**src/rtl/rand_delay_arb_if.sv**
```systemverilog
// Handshake bundle between requesters and the randomised-latency arbiter.
// master: requester side (drives req/done).  slave: arbiter side (drives grants).
interface rand_delay_arb_if #(
    parameter int N = 2
);
    localparam int IW = (N > 1) ? $clog2(N) : 1;

    logic [N-1:0]  req;
    logic [N-1:0]  done;
    logic [N-1:0]  gnt;
    logic [IW-1:0] gnt_id;
    logic          busy;

    modport master (
        output req,
        output done,
        input  gnt,
        input  gnt_id,
        input  busy
    );

    modport slave (
        input  req,
        input  done,
        output gnt,
        output gnt_id,
        output busy
    );
endinterface

```
**src/rtl/rand_delay_arb.sv**
```systemverilog
// Round-robin arbiter for one shared resource with a pseudo-random wait before
// every grant.  The wait comes from a 5-bit Fibonacci LFSR that steps once per
// arbitration win.  Outputs decode only registered state, so there is no
// combinational path from req/done to gnt/gnt_id/busy.
//
//  state | meaning
//  ------+------------------------------------------------------------
//  IDLE  | no owner; pick next requester round-robin from last+1
//  DELAY | winner latched, counting down the random wait; abort if req drops
//  OWN   | gnt[owner] high until done[owner]
module rand_delay_arb #(
    parameter int         N          = 2,
    parameter logic [4:0] DELAY_MASK = 5'h07,
    parameter logic [4:0] SEED       = 5'h01
) (
    input  logic            clk,
    input  logic            rst_n,
    rand_delay_arb_if.slave bus
);
    localparam int         IW       = $clog2(N);
    // An all-zero LFSR would lock up, so a zero seed falls back to 1.
    localparam logic [4:0] SEED_EFF = (SEED == 5'h00) ? 5'h01 : SEED;

    typedef enum logic [1:0] {
        IDLE  = 2'd0,
        DELAY = 2'd1,
        OWN   = 2'd2
    } state_t;

    state_t        state;
    state_t        state_next;
    logic [IW-1:0] owner;
    logic [IW-1:0] last;
    logic [IW-1:0] gnt_id_q;
    logic [IW-1:0] winner;
    logic          winner_found;
    logic [4:0]    cnt;
    logic [4:0]    lfsr;
    logic [4:0]    lfsr_next;

    assign lfsr_next = {lfsr[3:0], lfsr[4] ^ lfsr[2]};

    // Round-robin pick: first active request scanning last+1, last+2, ... mod N.
    always_comb begin
        int idx;
        idx          = 0;
        winner       = '0;
        winner_found = 1'b0;
        for (int k = 1; k <= N; k++) begin
            idx = (int'(last) + k) % N;
            if (!winner_found && bus.req[idx[IW-1:0]]) begin
                winner_found = 1'b1;
                winner       = idx[IW-1:0];
            end
        end
    end

    // State register.
    always_ff @(posedge clk) begin
        if (!rst_n) begin
            state <= IDLE;
        end else begin
            state <= state_next;
        end
    end

    // Next-state logic; an owner withdrawing during DELAY aborts the grant.
    always_comb begin
        state_next = state;
        case (state)
            IDLE: begin
                if (winner_found) begin
                    state_next = DELAY;
                end
            end
            DELAY: begin
                if (!bus.req[owner]) begin
                    state_next = IDLE;
                end else if (cnt == 5'd0) begin
                    state_next = OWN;
                end
            end
            OWN: begin
                if (bus.done[owner]) begin
                    state_next = IDLE;
                end
            end
            default: state_next = IDLE;
        endcase
    end

    // Arbitration datapath: winner/wait latch, LFSR step, countdown, last-owner update.
    always_ff @(posedge clk) begin
        if (!rst_n) begin
            owner    <= '0;
            last     <= IW'(N - 1);
            gnt_id_q <= '0;
            cnt      <= 5'd0;
            lfsr     <= SEED_EFF;
        end else begin
            case (state)
                IDLE: begin
                    if (winner_found) begin
                        owner <= winner;
                        cnt   <= lfsr & DELAY_MASK;
                        lfsr  <= lfsr_next;
                    end
                end
                DELAY: begin
                    if (bus.req[owner]) begin
                        if (cnt != 5'd0) begin
                            cnt <= cnt - 5'd1;
                        end else begin
                            gnt_id_q <= owner;
                        end
                    end
                end
                OWN: begin
                    if (bus.done[owner]) begin
                        last <= owner;
                    end
                end
                default: ;
            endcase
        end
    end

    // Output decode from registered state; gnt_id keeps the last owner in IDLE.
    always_comb begin
        bus.gnt = '0;
        if (state == OWN) begin
            bus.gnt[owner] = 1'b1;
        end
        bus.busy   = (state != IDLE);
        bus.gnt_id = gnt_id_q;
    end
endmodule

```
**src/flat_wrapper.sv**
```systemverilog
// flat-port wrapper written by rule: the top's interface ports become plain ports
module rand_delay_arb_flat 
#(
    parameter int         N          = 2,
    parameter logic [4:0] DELAY_MASK = 5'h07,
    parameter logic [4:0] SEED       = 5'h01
)
  (clk, rst_n, bus_req, bus_done, bus_gnt, bus_gnt_id, bus_busy);
  rand_delay_arb_if #(.N(N)) bus_i ();
  input  logic clk;
  input  logic rst_n;
  input wire logic [$bits(bus_i.req)-1:0] bus_req;
  input wire logic [$bits(bus_i.done)-1:0] bus_done;
  output wire logic [$bits(bus_i.gnt)-1:0] bus_gnt;
  output wire logic [$bits(bus_i.gnt_id)-1:0] bus_gnt_id;
  output wire logic [$bits(bus_i.busy)-1:0] bus_busy;
  assign bus_i.req = bus_req;
  assign bus_i.done = bus_done;
  assign bus_gnt = bus_i.gnt;
  assign bus_gnt_id = bus_i.gnt_id;
  assign bus_busy = bus_i.busy;
  rand_delay_arb #(.N(N), .DELAY_MASK(DELAY_MASK), .SEED(SEED)) u_core (.clk(clk), .rst_n(rst_n), .bus(bus_i));
endmodule
```
**config.mk**
```make
export PLATFORM = sky130hd
export DESIGN_NAME = rand_delay_arb_flat
export DESIGN_NICKNAME = d
export VERILOG_FILES = /design/src/rtl/rand_delay_arb_if.sv /design/src/rtl/rand_delay_arb.sv /design/src/flat_wrapper.sv
export SDC_FILE = /design/constraint.sdc
export NUM_CORES = 1
export LEC_CHECK = 0
export ABC_AREA = 1
export BUFFER_PORTS_ARGS = -buffer_cell sky130_fd_sc_hd__buf_2
export CORE_UTILIZATION = 54
export CTS_CLUSTER_DIAMETER = 50
export DETAILED_ROUTE_END_ITERATION = 16
export GPL_ROUTABILITY_DRIVEN = 0
export PLACE_DENSITY = 0.83
export SLEW_MARGIN = 5
export SYNTH_ARGS = -nofsm -noshare
export SYNTH_HDL_FRONTEND = slang
export SYNTH_SLANG_ARGS = --single-unit
export TNS_END_PERCENT = 5
```
**constraint.sdc**
```tcl
create_clock -name clk -period 1.3 [get_ports clk]
set_input_delay 0.26 -clock clk [delete_from_list [all_inputs] [get_ports clk]]
set_output_delay 0.26 -clock clk [all_outputs]
set_load 0.005 [all_outputs]
```
After elaboration in Yosys (flattened, before gate mapping). Cells that the tools add are included.

$add $sub $neg: 3. $lt $le $gt $ge: 4. Equal/unequal tests: 7. Mux-type cells: 24. Bitwise operators: 2. Reduce and logical (&&, ||, !) cells: 13.

Operators by type and width (number): $mux W5 (3); $mux W1 (13); $mux W2 (5); $pmux W5 S2 (1); $ne A2 B1 Y1 const B (4); $lt A1 B2 Y1 const B (3); $pmux W2 S3 (1); $reduce_and A3 Y1 (2); $logic_not A5 Y1 (1); $reduce_bool A5 Y1 (1); $sub A5 B1 Y5 const B (1); $reduce_and A2 Y1 (2); $reduce_and A4 Y1 (1); $reduce_bool A2 Y1 (2); $ne A3 B3 Y1 const B (1); $add A1 B1 Y1 const B (2); $eq A2 B1 Y1 const B (1); $eq A2 B2 Y1 const B (1); $logic_and A1 B1 Y1 (2); $logic_not A2 Y1 (1); $demux W1 S1 (1); $ge A1 B1 Y1 const B (1); $logic_not A1 Y1 (1); $not A1 Y1 (1); $xor A1 B1 Y1 (1).

Bits in registers: 15. Output and inout port bits: 4. Word-level logic and storage cells: 59.

Longest topological paths before layout. Gate-level depths: netlist of run 1.

Word-level depth: 9. Depth in mapped cells: 9.

Worst setup path after synthesis of run 1. OpenSTA, ideal clock, no wires.

Path type: flip-flop to flip-flop. From: register u_core.cnt[0]. To: register u_core.cnt[0]. Library setup time: 0.115 ns. Data arrival time: 1.016 ns. Path slack: 0.169 ns. Stages on the path, launching flop included: 7. Buffers on the path: 0. Clock period less this slack: 1.131 ns. Cells stage by stage: dfxtp_1 inv_1 ha_1 nand3_2 nand3_4 a21oi_1 nor2_1.

Word-level cells in the longest chain between the ends: 4.

Ends and longest elaborated chain: start, declared (line rand_delay_arb.sv:37) `logic [4:0] cnt;`; start signal, assigned (line rand_delay_arb.sv:105) `cnt <= lfsr & DELAY_MASK;`; start signal, assigned (line rand_delay_arb.sv:112) `cnt <= cnt - 5'd1;`; $sub A5 B1 Y5 (line rand_delay_arb.sv:112); $mux W5 (line rand_delay_arb.sv:111) `if (cnt != 5'd0) begin`; $mux W5 (line rand_delay_arb.sv:110) `if (bus.req[owner]) begin`; $pmux W5 S2 (line rand_delay_arb.sv:101) `case (state)`.

Several ways; a longest one is shown, not always the timed one. The select of a mux whose other input is x is not followed. A chain may end at the register's enable or synchronous reset.

Worst setup path in the final report of run 1.
From: register u_core.state[1]. To: output port bus_gnt[0].

Word-level cells in the longest chain between the ends: 2.

Ends and longest elaborated chain: start, declared (line rand_delay_arb.sv:30) `state_t state;`; start signal, assigned (line rand_delay_arb.sv:63) `state <= state_next;`; $eq A2 B2 Y1 (line rand_delay_arb.sv:131) `if (state == OWN) begin`; $mux W2 (line rand_delay_arb.sv:131); end, declared (line flat_wrapper.sv:14) `output wire logic [$bits(bus_i.gnt)-1:0] bus_gnt;`.

No other way between the ends.

==> impl_metrics.tcl, run 1 <==
set metrics [dict create \
    setup_viol 0 \
    drt-pass1-iter-count 4 \
    critical_path_class "reg -> out" \
    critical_path.n_buffers_inverters 3 \
    crit_fanout 3 \
    port-buffer-count 9 \
    critical_path.startpoint_type "flip-flop" \
    grt_start_max_net_pins 19 \
    placed_area_um2 862 \
    seqPwrFrac 0.451 \
    mappedNetlistNets 126 \
    cp_common_cell "sky130_fd_sc_hd__inv_2" \
    holdCritPathClass "in -> reg" \
    design_power_total_mw 1.25 \
    cpPeakStageDelay_ns 0.37 \
    floorplan.io_pins 10 \
    cts_clock_pin_slew_for_the_worst_setup_and_hold_paths_ns 0.08 \
    multi_input_logic_area_um2 447 \
    ys.warnings.count 0 \
    route.detailed.wl_per_inst_um 10.5 \
    timing.max_slew.rel_slack 0.865 \
    htree_levels 1 \
    syn_to_final_growth_pct 12.3 \
    synth_seq_area_share 0.369 \
    grt_use_met1 0.297 \
    drc 0 \
    initial_core_util 0.603 \
    globalRouteTotalUtil 0.236 \
    switching_share 0.358 \
    hold_ws_ns 0.278 \
    hpwlAfterDp_mm 1.14 \
    finalHoldViolCount 0 \
    rsz0062_at_grt "yes" \
    required_arrival_time_at_the_worst_endpoint_ns 1.04 \
    place_inst 141 \
    average_size_of_a_mapped_cell_um2 6.84 \
    number_of_hold_buffers_added_after_cts 0 \
    via_count 747 \
    layout.nets 139 \
    storage_element_area_um2 304 \
    setup_tns_ns 0 \
    min_period_ns 1.29 \
    clk_root_buffer_cell "sky130_fd_sc_hd__clkbuf_4" \
    crit_arrival_ns 1.03 \
    placement_rows 13 \
    diodes 0 \
    p_int_uw 804 \
    share_of_post_route_cells_with_drive_strength_above_1 0.252 \
    worst_skew_pair.late_latency_ns 0.28 \
    switchingPower_uw 449 \
    grt_overflow_total 0 \
    grt_use_met2 0.398 \
    synth_area_um2 815 \
    final_antenna_net_count 0 \
    post_layout_nonfiller_instances 146 \
    finish.utilization 0.677 \
    synthDistinctLibCells 23 \
    p_leak_nw 0.443 \
    top_usage_layer "met2" \
    detail_route.wirelength_mm 1.54 \
    numCtsBuffers 3 \
    use_met3 0.0326 \
    worst_pin_slew_ns 0.202 \
    die_height_um 40.8 \
    tritoncts "done" \
    synth_top_cell_area_share 0.369 \
    postSynthRegisterBits 15 \
    clock_sink_count 15 \
    path_delay_family "flip-flops" \
    netlist_instances 119 \
    synth_largest_area_cell "sky130_fd_sc_hd__dfxtp_1" \
    ctsLongestPathBuffers 2 \
    synth_top_cells_by_area "sky130_fd_sc_hd__dfxtp_1, sky130_fd_sc_hd__nand2_1, sky130_fd_sc_hd__nand3_1, sky130_fd_sc_hd__inv_1, sky130_fd_sc_hd__nor2_1" \
    power.share.clock 0.211 \
    detailedRoute.firstIterationViolations 15 \
    grt_pass1_vias 646 \
    drv_slew 0 \
    max_cap_violations 0 \
    max_clock_freq_mhz 778 \
    grt_pass1_wl_mm 2.59 \
    coreArea_um2 1350 \
    final.period_utilization 0.989 \
    die_outline_area_um2 1670 \
    nature_of_the_critical_path_endpoint "output port" \
    pre_cts_ws_ns 0.0452 \
    initial_antenna_violation_count 0 \
    n_fill_cell 125 \
    vias_per_cell 5.12 \
    floorplan.die.width_um 40.8 \
    peakVddDrop_uv 702 \
    power.density_cell_area_nw_per_um2 1370 \
    final.setup_skew_ns 0.00110 \
    slack_of_the_critical_path_ns 0.0139 \
    power.share.combinational 0.338 \
    critical-path-slowest-cell "sky130_fd_sc_hd__dfxtp_2" \
    crit_path_cell_trace "inv_2 > nor2_2 > inv_2 > nor2_1 > buf_2" \
    finish.instance_area_um2 915 \
    status "finished clean" \
]
[state kept, by name (all words and copies together) (netlist names)]
register and cells:
u_core.cnt 5, u_core.lfsr 5, u_core.state 2, u_core.bus.gnt_id 1
u_core.last 1, u_core.owner 1
[kinds of logic (layout without fill, tap and decap cells)]
| family | count (synthesis) | after routing | share of synthesized area |
|---|---|---|---|
| AO/OA/AOI/OAI | 17 | 17 | 0.115 |
| buffers and inverters | 19 | 31 | 0.101 |
| XOR/XNOR | 1 | 1 | 0.0108 |
| flip-flops | 15 | 15 | 0.369 |
| adder cells (fa/ha/maj) | 1 | 1 | 0.0154 |
| AND/OR/NAND/NOR | 66 | 66 | 0.389 |
[cell usage in the layout, fill, tap and decap left out, drive strengths merged]
| master | Yosys | layout |
|---|---|---|
| nor2 | 15 | 15 |
| nor3 | 1 | 1 |
| inv | 17 | 17 |
| xnor2 | 1 | 1 |
| nand4 | 1 | 1 |
| buf | 2 | 10 |
| dfxtp | 15 | 15 |
| nand2 | 35 | 35 |
| o21ai | 6 | 6 |
| o211ai | 2 | 2 |
| ha | 1 | 1 |
| clkbuf | 0 | 4 |
| nand3 | 14 | 14 |
| a21oi | 9 | 9 |
[final cells by class]
type | count | share of cell area
Timing Repair Buffer | 10 | 0.0575
Tap cell | 15 | 0.0205
Inverter | 17 | 0.0725
Clock buffer | 4 | 0.0287
Multi-Input combinational cell | 85 | 0.488
Sequential cell | 15 | 0.332
[worst reg2reg max path: stages (launching register included)]
cell and delay (ns):
sky130_fd_sc_hd__dfxtp_1 0.31, sky130_fd_sc_hd__inv_1 0.13, sky130_fd_sc_hd__ha_4 0.17, sky130_fd_sc_hd__nand3_2 0.13
sky130_fd_sc_hd__nand3_4 0.15, sky130_fd_sc_hd__nand2_2 0.07, sky130_fd_sc_hd__nand2_1 0.06, sky130_fd_sc_hd__inv_1 0.04
sky130_fd_sc_hd__nor2_1 0.08
[synth_stat cells]
cell type                  number
sky130_fd_sc_hd__nand3_2        2
sky130_fd_sc_hd__nand2_2        4
sky130_fd_sc_hd__nor2_1        14
sky130_fd_sc_hd__ha_1           1
sky130_fd_sc_hd__xnor2_1        1
sky130_fd_sc_hd__a21oi_2        1
sky130_fd_sc_hd__dfxtp_1       15
sky130_fd_sc_hd__nor2_4         1
sky130_fd_sc_hd__nand3_4        1
sky130_fd_sc_hd__nand2_1       30
sky130_fd_sc_hd__a21oi_1        8
sky130_fd_sc_hd__buf_2          1
sky130_fd_sc_hd__inv_2          2
sky130_fd_sc_hd__o21ai_1        1
sky130_fd_sc_hd__nand2_4        1
sky130_fd_sc_hd__o21ai_0        5
sky130_fd_sc_hd__nand4_1        1
sky130_fd_sc_hd__o211ai_1       2
sky130_fd_sc_hd__inv_4          1
sky130_fd_sc_hd__nand3_1       11
sky130_fd_sc_hd__inv_1         14
sky130_fd_sc_hd__buf_6          1
sky130_fd_sc_hd__nor3_1         1
[routing by layer]
metal / share of wire / vias to the layer above / routed length [um]
met5: 0 / - / 0
met4: 0.018 / 0 / 27
met3: 0.018 / 2 / 27
met2: 0.49 / 8 / 746
met1: 0.48 / 330 / 734
li1: - / 407 / -
[path summary, 6_finish.rpt]
check,slack [ns],endpoint,start,cells past startpoint
max,0.01,bus_gnt[0],u_core.state[1],5
min,0.28,u_core.owner,bus_req[1],3
max reg2reg,0.11,u_core.cnt[4],u_core.cnt[1],8
min reg2reg,0.48,u_core.lfsr[3],u_core.lfsr[3],2
[power by group through the flow]
stage / registers (mW) / clock network, mW / logic, mW
2_1_floorplan: 0.563 / 0 / 0.342
3_3_place_gp: 0.571 / 0 / 0.392
3_5_place_dp: 0.574 / 0 / 0.402
4_1_cts: 0.564 / 0.278 / 0.407
5_1_grt: 0.575 / 0.290 / 0.489
6_report: 0.566 / 0.264 / 0.423
[repair_timing]
item                                    in CTS  in global routing
buffers inserted                             1                  0
endpoints found under the setup margin       3                 10
gates resized for setup                      2                  6
Note: power is estimated with default switching activity, not from simulation.
==> run 2, diff against run 1 <==
ABC_AREA = not set   (was 1)
CORE_UTILIZATION = 53   (was 54)
PLACE_DENSITY = 0.82   (was 0.83)
==> run 2 against run 1 <==
  * The run now ends with negative setup slack left
  * Sequential cell count stayed put
  * Register-to-register slack lost 0.47 ns
  * Die area down 6.0%
  * Wire length rose by 7.4%
  * Utilization is 8.5 points higher
  * Clock power hardly changed
  * Design area increased by 8.5%
  * First-iteration DRC count unchanged
  * Sequential share of layout area down 2.5 points
  * Synthesized cell count fell by 24%
  * Hold slack worse by 0.043 ns
  * Global-route usage grew 0.26 points
  * Critical endpoint is now u_core.cnt[0]
  * Largest cell class unchanged
  * Largest power group unchanged
==> impl_metrics.tcl, run 2 <==
set metrics [dict create \
    numCtsBuffers 3 \
    most_numerous_cell_types_in_the_synthesized_netlist "sky130_fd_sc_hd__dfxtp_1, sky130_fd_sc_hd__nand2_1, sky130_fd_sc_hd__a21oi_1" \
    power.share.combinational 0.334 \
    share_of_post_route_cells_with_drive_strength_above_1 0.388 \
    via_count 718 \
    max_cap_violations 0 \
    critical_path_class "reg -> reg" \
    violations_in_the_final_reports "negative setup slack" \
    critical_path.startpoint_type "flip-flop" \
    coreArea_um2 1300 \
    post_layout_nonfiller_instances 131 \
    synthDistinctLibCells 30 \
    layout_common_cells "sky130_fd_sc_hd__nand2_1, sky130_fd_sc_hd__buf_4, sky130_fd_sc_hd__dfxtp_1, sky130_fd_sc_hd__a21oi_1, sky130_fd_sc_hd__buf_2" \
    critical-path-slowest-cell "sky130_fd_sc_hd__or4b_4" \
    ys.flop_type "sky130_fd_sc_hd__dfxtp_1" \
    drc 0 \
    ctsLongestPathBuffers 2 \
    pre_cts_ws_ns -0.372 \
    min_period_ns 1.66 \
    p_int_uw 827 \
    required_arrival_time_at_the_worst_endpoint_ns 1.53 \
    cpPeakStageDelay_ns 0.51 \
    grt_pass1_wl_mm 2.45 \
    floorplan.io_pins 10 \
    status "finished, violations left" \
    initial_core_util 0.576 \
    grt_start_max_net_pins 12 \
    place_inst 126 \
    synth_area_um2 749 \
    max_clock_freq_mhz 604 \
    htree_levels 1 \
    nature_of_the_critical_path_endpoint "flip-flop" \
    final_antenna_net_count 0 \
    drv_slew 0 \
    syn_to_final_growth_pct 32.4 \
    ys.warnings.count 0 \
    slack_of_the_critical_path_ns -0.356 \
    die_outline_area_um2 1570 \
    final.period_utilization 1.27 \
    detail_route.wirelength_mm 1.65 \
    synthArstFlopShare 0 \
    floorplan.die.width_um 39.6 \
    initial_antenna_violation_count 0 \
    holdCritPathClass "in -> reg" \
    edff_count_synth 0 \
    hold_path_startpoint "rst_n" \
    switchingPower_uw 373 \
    worst_skew_pair.late_latency_ns 0.29 \
    drt-pass1-iter-count 4 \
    tritoncts "done" \
    clk_root_buffer_cell "sky130_fd_sc_hd__clkbuf_4" \
    synth_seq_area_share 0.401 \
    cts_clock_pin_slew_for_the_worst_setup_and_hold_paths_ns 0.08 \
    worst_pin_slew_ns 0.354 \
    power.density_cell_area_nw_per_um2 1210 \
    setup_tns_ns -1.96 \
    crit_arrival_ns 1.88 \
    seqPwrFrac 0.443 \
    mappedNetlistNets 97 \
    n_fill_cell 86 \
    crit_path_cell_trace "inv_2 > ha_4 > or4b_4 > a32oi_4 > and2_1 > o31a_2" \
    detailedRoute.firstIterationViolations 15 \
    regToRegStartpoint "u_core.cnt[0]" \
    final.setup_skew_ns 0.00739 \
    largest_registers "u_core.cnt: 5 flops, u_core.lfsr: 5 flops, u_core.state: 2 flops" \
    diodes 0 \
    finish.utilization 0.763 \
    hpwlAfterDp_mm 1.22 \
    peakVddDrop_uv 755 \
    rsz0062_at_grt "yes" \
    setup_viol 10 \
    netlist_instances 90 \
    synth.most_common_cell "sky130_fd_sc_hd__dfxtp_1" \
    number_of_hold_buffers_added_after_cts 0 \
    critPathLaunch "u_core.cnt[0]" \
    grt_overflow_total 0 \
    placement_rows 13 \
    crit_fanout 6 \
    finalHoldViolCount 0 \
    clock_sink_count 15 \
    synth_top_cell_area_share 0.401 \
    postSynthRegisterBits 15 \
    port-buffer-count 9 \
    power.share.clock 0.222 \
    switching_share 0.311 \
    grt_pass1_vias 622 \
    design_power_total_mw 1.20 \
    vias_per_cell 5.48 \
    globalRouteTotalUtil 0.239 \
    average_size_of_a_mapped_cell_um2 8.33 \
    synth_largest_area_cell "sky130_fd_sc_hd__dfxtp_1" \
    timing.max_slew.rel_slack 0.763 \
    p_leak_nw 0.418 \
    die_height_um 39.6 \
    synth_top_cells_by_area "sky130_fd_sc_hd__dfxtp_1, sky130_fd_sc_hd__nand2_1, sky130_fd_sc_hd__a21oi_1, sky130_fd_sc_hd__mux2i_1, sky130_fd_sc_hd__nor2_1" \
    layout.nets 124 \
    route.detailed.wl_per_inst_um 12.6 \
]
==> run 2: power groups by stage <==
stage	logic (mW)	registers (mW)	clock network, mW
after floorplan	0.239	0.535	0
after global placement	0.366	0.537	0
after detailed placement	0.375	0.538	0
after CTS	0.395	0.532	0.272
after global routing	0.444	0.537	0.291
final	0.401	0.532	0.266
==> run 2: final timing paths <==
| kind | endpoint | slack [ns] | cells past startpoint |
|---|---|---|---|
| worst max-delay path | u_core.cnt[0] | -0.36 | 6 |
| worst min-delay path | u_core.lfsr[0] | 0.23 | 2 |
| worst max register to register | u_core.cnt[0] | -0.36 | 6 |
| worst min register to register | u_core.lfsr[4] | 0.46 | 2 |
==> run 2: cells by family (layout without fill, tap and decap cells) <==
| family | after synthesis | count (layout) | share of synthesized area |
|---|---|---|---|
| adder cells (fa/ha/maj) | 1 | 1 | 0.0167 |
| buffers and inverters | 7 | 33 | 0.0367 |
| multiplexers | 4 | 4 | 0.0551 |
| AO/OA/AOI/OAI | 20 | 20 | 0.190 |
| flip-flops | 15 | 15 | 0.401 |
| XOR/XNOR | 1 | 1 | 0.0117 |
| AND/OR/NAND/NOR | 42 | 42 | 0.289 |
==> run 2: per-layer routing <==
metal | share of wire | GRT usage
met5 | 0 | 0
met4 | 0.016 | 0.155
met3 | 0.045 | 0.0455
met2 | 0.49 | 0.398
met1 | 0.45 | 0.273
==> run 2: what timing repair did <==
item	CTS	global route
resized for setup	8	1
setup endpoints to repair	10	11
setup buffers	1	0
pin swaps	6	0
==> run 2: layout make-up <==
type                       instances  area, um2  share of cell area
clock buffer                       4       26.3              0.0265
tap                               15       18.8              0.0189
multi-input combinational         68        454               0.458
sequential                        15        305               0.308
timing repair buffer              25        173               0.174
inverter                           4       15.0              0.0151
==> run 2: worst max-delay path: cells and delay by family, from the launching register on <==
family	cells	cell delay, ns
fa+ha+maj	1	0.13
simple gates	2	0.68
buf+inv	1	0.07
flops	1	0.33
compound gates	2	0.39
==> run 2: through the flow <==
step	area [um2]	hold WS, ns
6_report	992	0.234
5_1_grt	992	0.244
4_1_cts	991	0.222
3_5_place_dp	933	0.455
3_3_place_gp	933	0.439
2_1_floorplan	769	0.336
==> run 3, diff against run 2 <==
==> constraint.sdc (replaced) <==
create_clock -name clk -period 1.3 [get_ports clk]
set_input_delay 0.13 -clock clk [delete_from_list [all_inputs] [get_ports clk]]
set_output_delay 0.13 -clock clk [all_outputs]
set_load 0.005 [all_outputs]
==> run 3 against run 2 <==
  * The flow still finishes with violations (negative setup slack)
  * Critical path depth is the same
  * Power up 1.4%
  * Sequential power is essentially flat
  * Design area rose by 0.50%
  * Clock-buffer cell count unchanged
  * Clock skew is 0.0020 ns lower
  * Wire length up 8.3%
  * Global-route usage is 1.0 points higher
  * Final cell count increased by 0.76%
  * Critical endpoint unchanged
==> impl_metrics.tcl, run 3 (synthesized netlist as in run 2, its figures left out) <==
set metrics [dict create \
    status "finished, violations left" \
    violations_in_the_final_reports "negative setup slack" \
    power.density_cell_area_nw_per_um2 1220 \
    setup_viol 7 \
    critical-path-slowest-cell "sky130_fd_sc_hd__or4b_4" \
    grt_pass1_wl_mm 2.59 \
    layout.nets 125 \
    r2r-end "u_core.cnt[0]" \
    rsz0062_at_grt "yes" \
    n_fill_cell 95 \
    peakVddDrop_uv 772 \
    crit_arrival_ns 1.88 \
    share_of_post_route_cells_with_drive_strength_above_1 0.393 \
    hold_path_startpoint "rst_n" \
    final_antenna_net_count 0 \
    number_of_hold_buffers_added_after_cts 0 \
    grt_overflow_total 0 \
    ctsLongestPathBuffers 2 \
    r2r_setup_slack_ns -0.36 \
    max_cap_violations 0 \
    diodes 0 \
    reg2regPathDepth 6 \
    grt_start_max_net_pins 12 \
    holdPathEnd "u_core.last" \
    die_height_um 39.6 \
    cpPeakStageDelay_ns 0.51 \
    max_clock_freq_mhz 603 \
    regToRegStartpoint "u_core.cnt[0]" \
    mostFrequentLayoutCell "sky130_fd_sc_hd__buf_4" \
    nature_of_the_critical_path_endpoint "flip-flop" \
    drv_slew 0 \
    post_layout_nonfiller_instances 132 \
    numCtsBuffers 3 \
    coreArea_um2 1300 \
    via_count 735 \
    port-buffer-count 9 \
    crit_fanout 6 \
    clock_sink_count 15 \
    critical_path.startpoint_type "flip-flop" \
    required_arrival_time_at_the_worst_endpoint_ns 1.52 \
    worst_pin_slew_ns 0.367 \
    design_power_total_mw 1.22 \
    globalRouteTotalUtil 0.249 \
    initial_core_util 0.576 \
    drc 0 \
    worst_hold_path.num_cells 2 \
    place_inst 126 \
    hpwlAfterDp_mm 1.30 \
    finalHoldViolCount 0 \
    storage_element_area_um2 305 \
    grt_pass1_vias 649 \
    critical_path_class "reg -> reg" \
    crit_path_cell_trace "inv_2 > ha_4 > or4b_4 > a32oi_4 > and2_1 > o31a_2" \
    slack_of_the_critical_path_ns -0.358 \
    layout_common_cells "sky130_fd_sc_hd__buf_4, sky130_fd_sc_hd__nand2_1, sky130_fd_sc_hd__dfxtp_1, sky130_fd_sc_hd__a21oi_1, sky130_fd_sc_hd__buf_2" \
    route.detailed.wl_per_inst_um 13.5 \
    floorplan.io_pins 10 \
    placement_rows 13 \
    clk_root_buffer_cell "sky130_fd_sc_hd__clkbuf_4" \
    detailedRoute.firstIterationViolations 16 \
    die_outline_area_um2 1570 \
    detail_route.wirelength_mm 1.79 \
    multi_input_logic_area_um2 455 \
    syn_to_final_growth_pct 33.1 \
    final.period_utilization 1.28 \
    setup_tns_ns -1.95 \
    final.setup_skew_ns 0.00543 \
    worst_skew_pair.late_latency_ns 0.28 \
    holdCritPathClass "in -> reg" \
    initial_antenna_violation_count 0 \
    tritoncts "done" \
    min_period_ns 1.66 \
    largest_registers "u_core.cnt: 5 flops, u_core.lfsr: 5 flops, u_core.state: 2 flops" \
    vias_per_cell 5.57 \
    cts_clock_pin_slew_for_the_worst_setup_and_hold_paths_ns 0.09 \
    finish.utilization 0.766 \
    drt-pass1-iter-count 4 \
    floorplan.die.width_um 39.6 \
    htree_levels 1 \
    p_leak_nw 0.421 \
    timing.max_slew.rel_slack 0.755 \
]
-- run 3: changes by cell type in the layout (fill, tap and decap cells not counted) --
cell	previous run	this run
sky130_fd_sc_hd__nor2b_2	0	1
sky130_fd_sc_hd__buf_6	2	1
sky130_fd_sc_hd__buf_4	14	16
sky130_fd_sc_hd__and2_2	1	0
sky130_fd_sc_hd__and2_1	2	3
sky130_fd_sc_hd__nor2b_1	2	1
-- run 3: through the flow --
stage                     cell area (um2)  hold slack, ns  worst slack [ns]
after detailed placement              933           0.384            -0.385
final                                 997          0.0998            -0.358
after floorplan                       769           0.206            -0.301
after global placement                933           0.386            -0.345
after CTS                             987          0.0978            -0.353
after global routing                  997           0.105            -0.438
-- run 3: cell type report --
type,instances,area share
repair buffers,26,0.177
well taps,15,0.0188
clock buffers,4,0.0263
inverters,4,0.0151
multi-input cells,68,0.457
flip-flops and latches,15,0.306
-- run 3: how the worst max path moves through the flow --
stage,slack [ns],from,end
2_1_floorplan,-0.30,u_core.cnt[0],u_core.cnt[0]
3_3_place_gp,-0.35,u_core.cnt[0],u_core.cnt[0]
3_5_place_dp,-0.38,u_core.cnt[0],u_core.cnt[0]
4_1_cts,-0.35,u_core.cnt[0],u_core.cnt[0]
5_1_grt,-0.44,u_core.cnt[0],u_core.cnt[0]
6_report,-0.36,u_core.cnt[0],u_core.cnt[0]
-- run 3: repair_timing --
item                                    4_1_cts  5_1_grt
pin swaps                                     6        2
endpoints found under the setup margin        9       10
resized for setup                             3        5
buffers inserted                              2        0
-- run 3: critical path, delay by kind of cell (launching register included) --
family / cells / cell delay [ns]
adder cells (fa/ha/maj): 1 / 0.13
AO/OA/AOI/OAI: 2 / 0.39
AND/OR/NAND/NOR: 2 / 0.68
flip-flops: 1 / 0.34
buffers and inverters: 1 / 0.07
-- run 3: power breakdown --
part	leakage (nW)	total [mW]	internal [mW]	switching [mW]
logic	0.282	0.418	0.213	0.205
clock network	0.0150	0.265	0.119	0.146
registers	0.124	0.534	0.502	0.0317
total	0.421	1.22	0.834	0.382
-- run 3: routing by layer --
layer,share of wire,track usage,vias up
met5,0,0,-
met4,0.021,0.147,0
met3,0.030,0.0341,4
met2,0.50,0.439,18
met1,0.45,0.280,344
li1,-,-,369
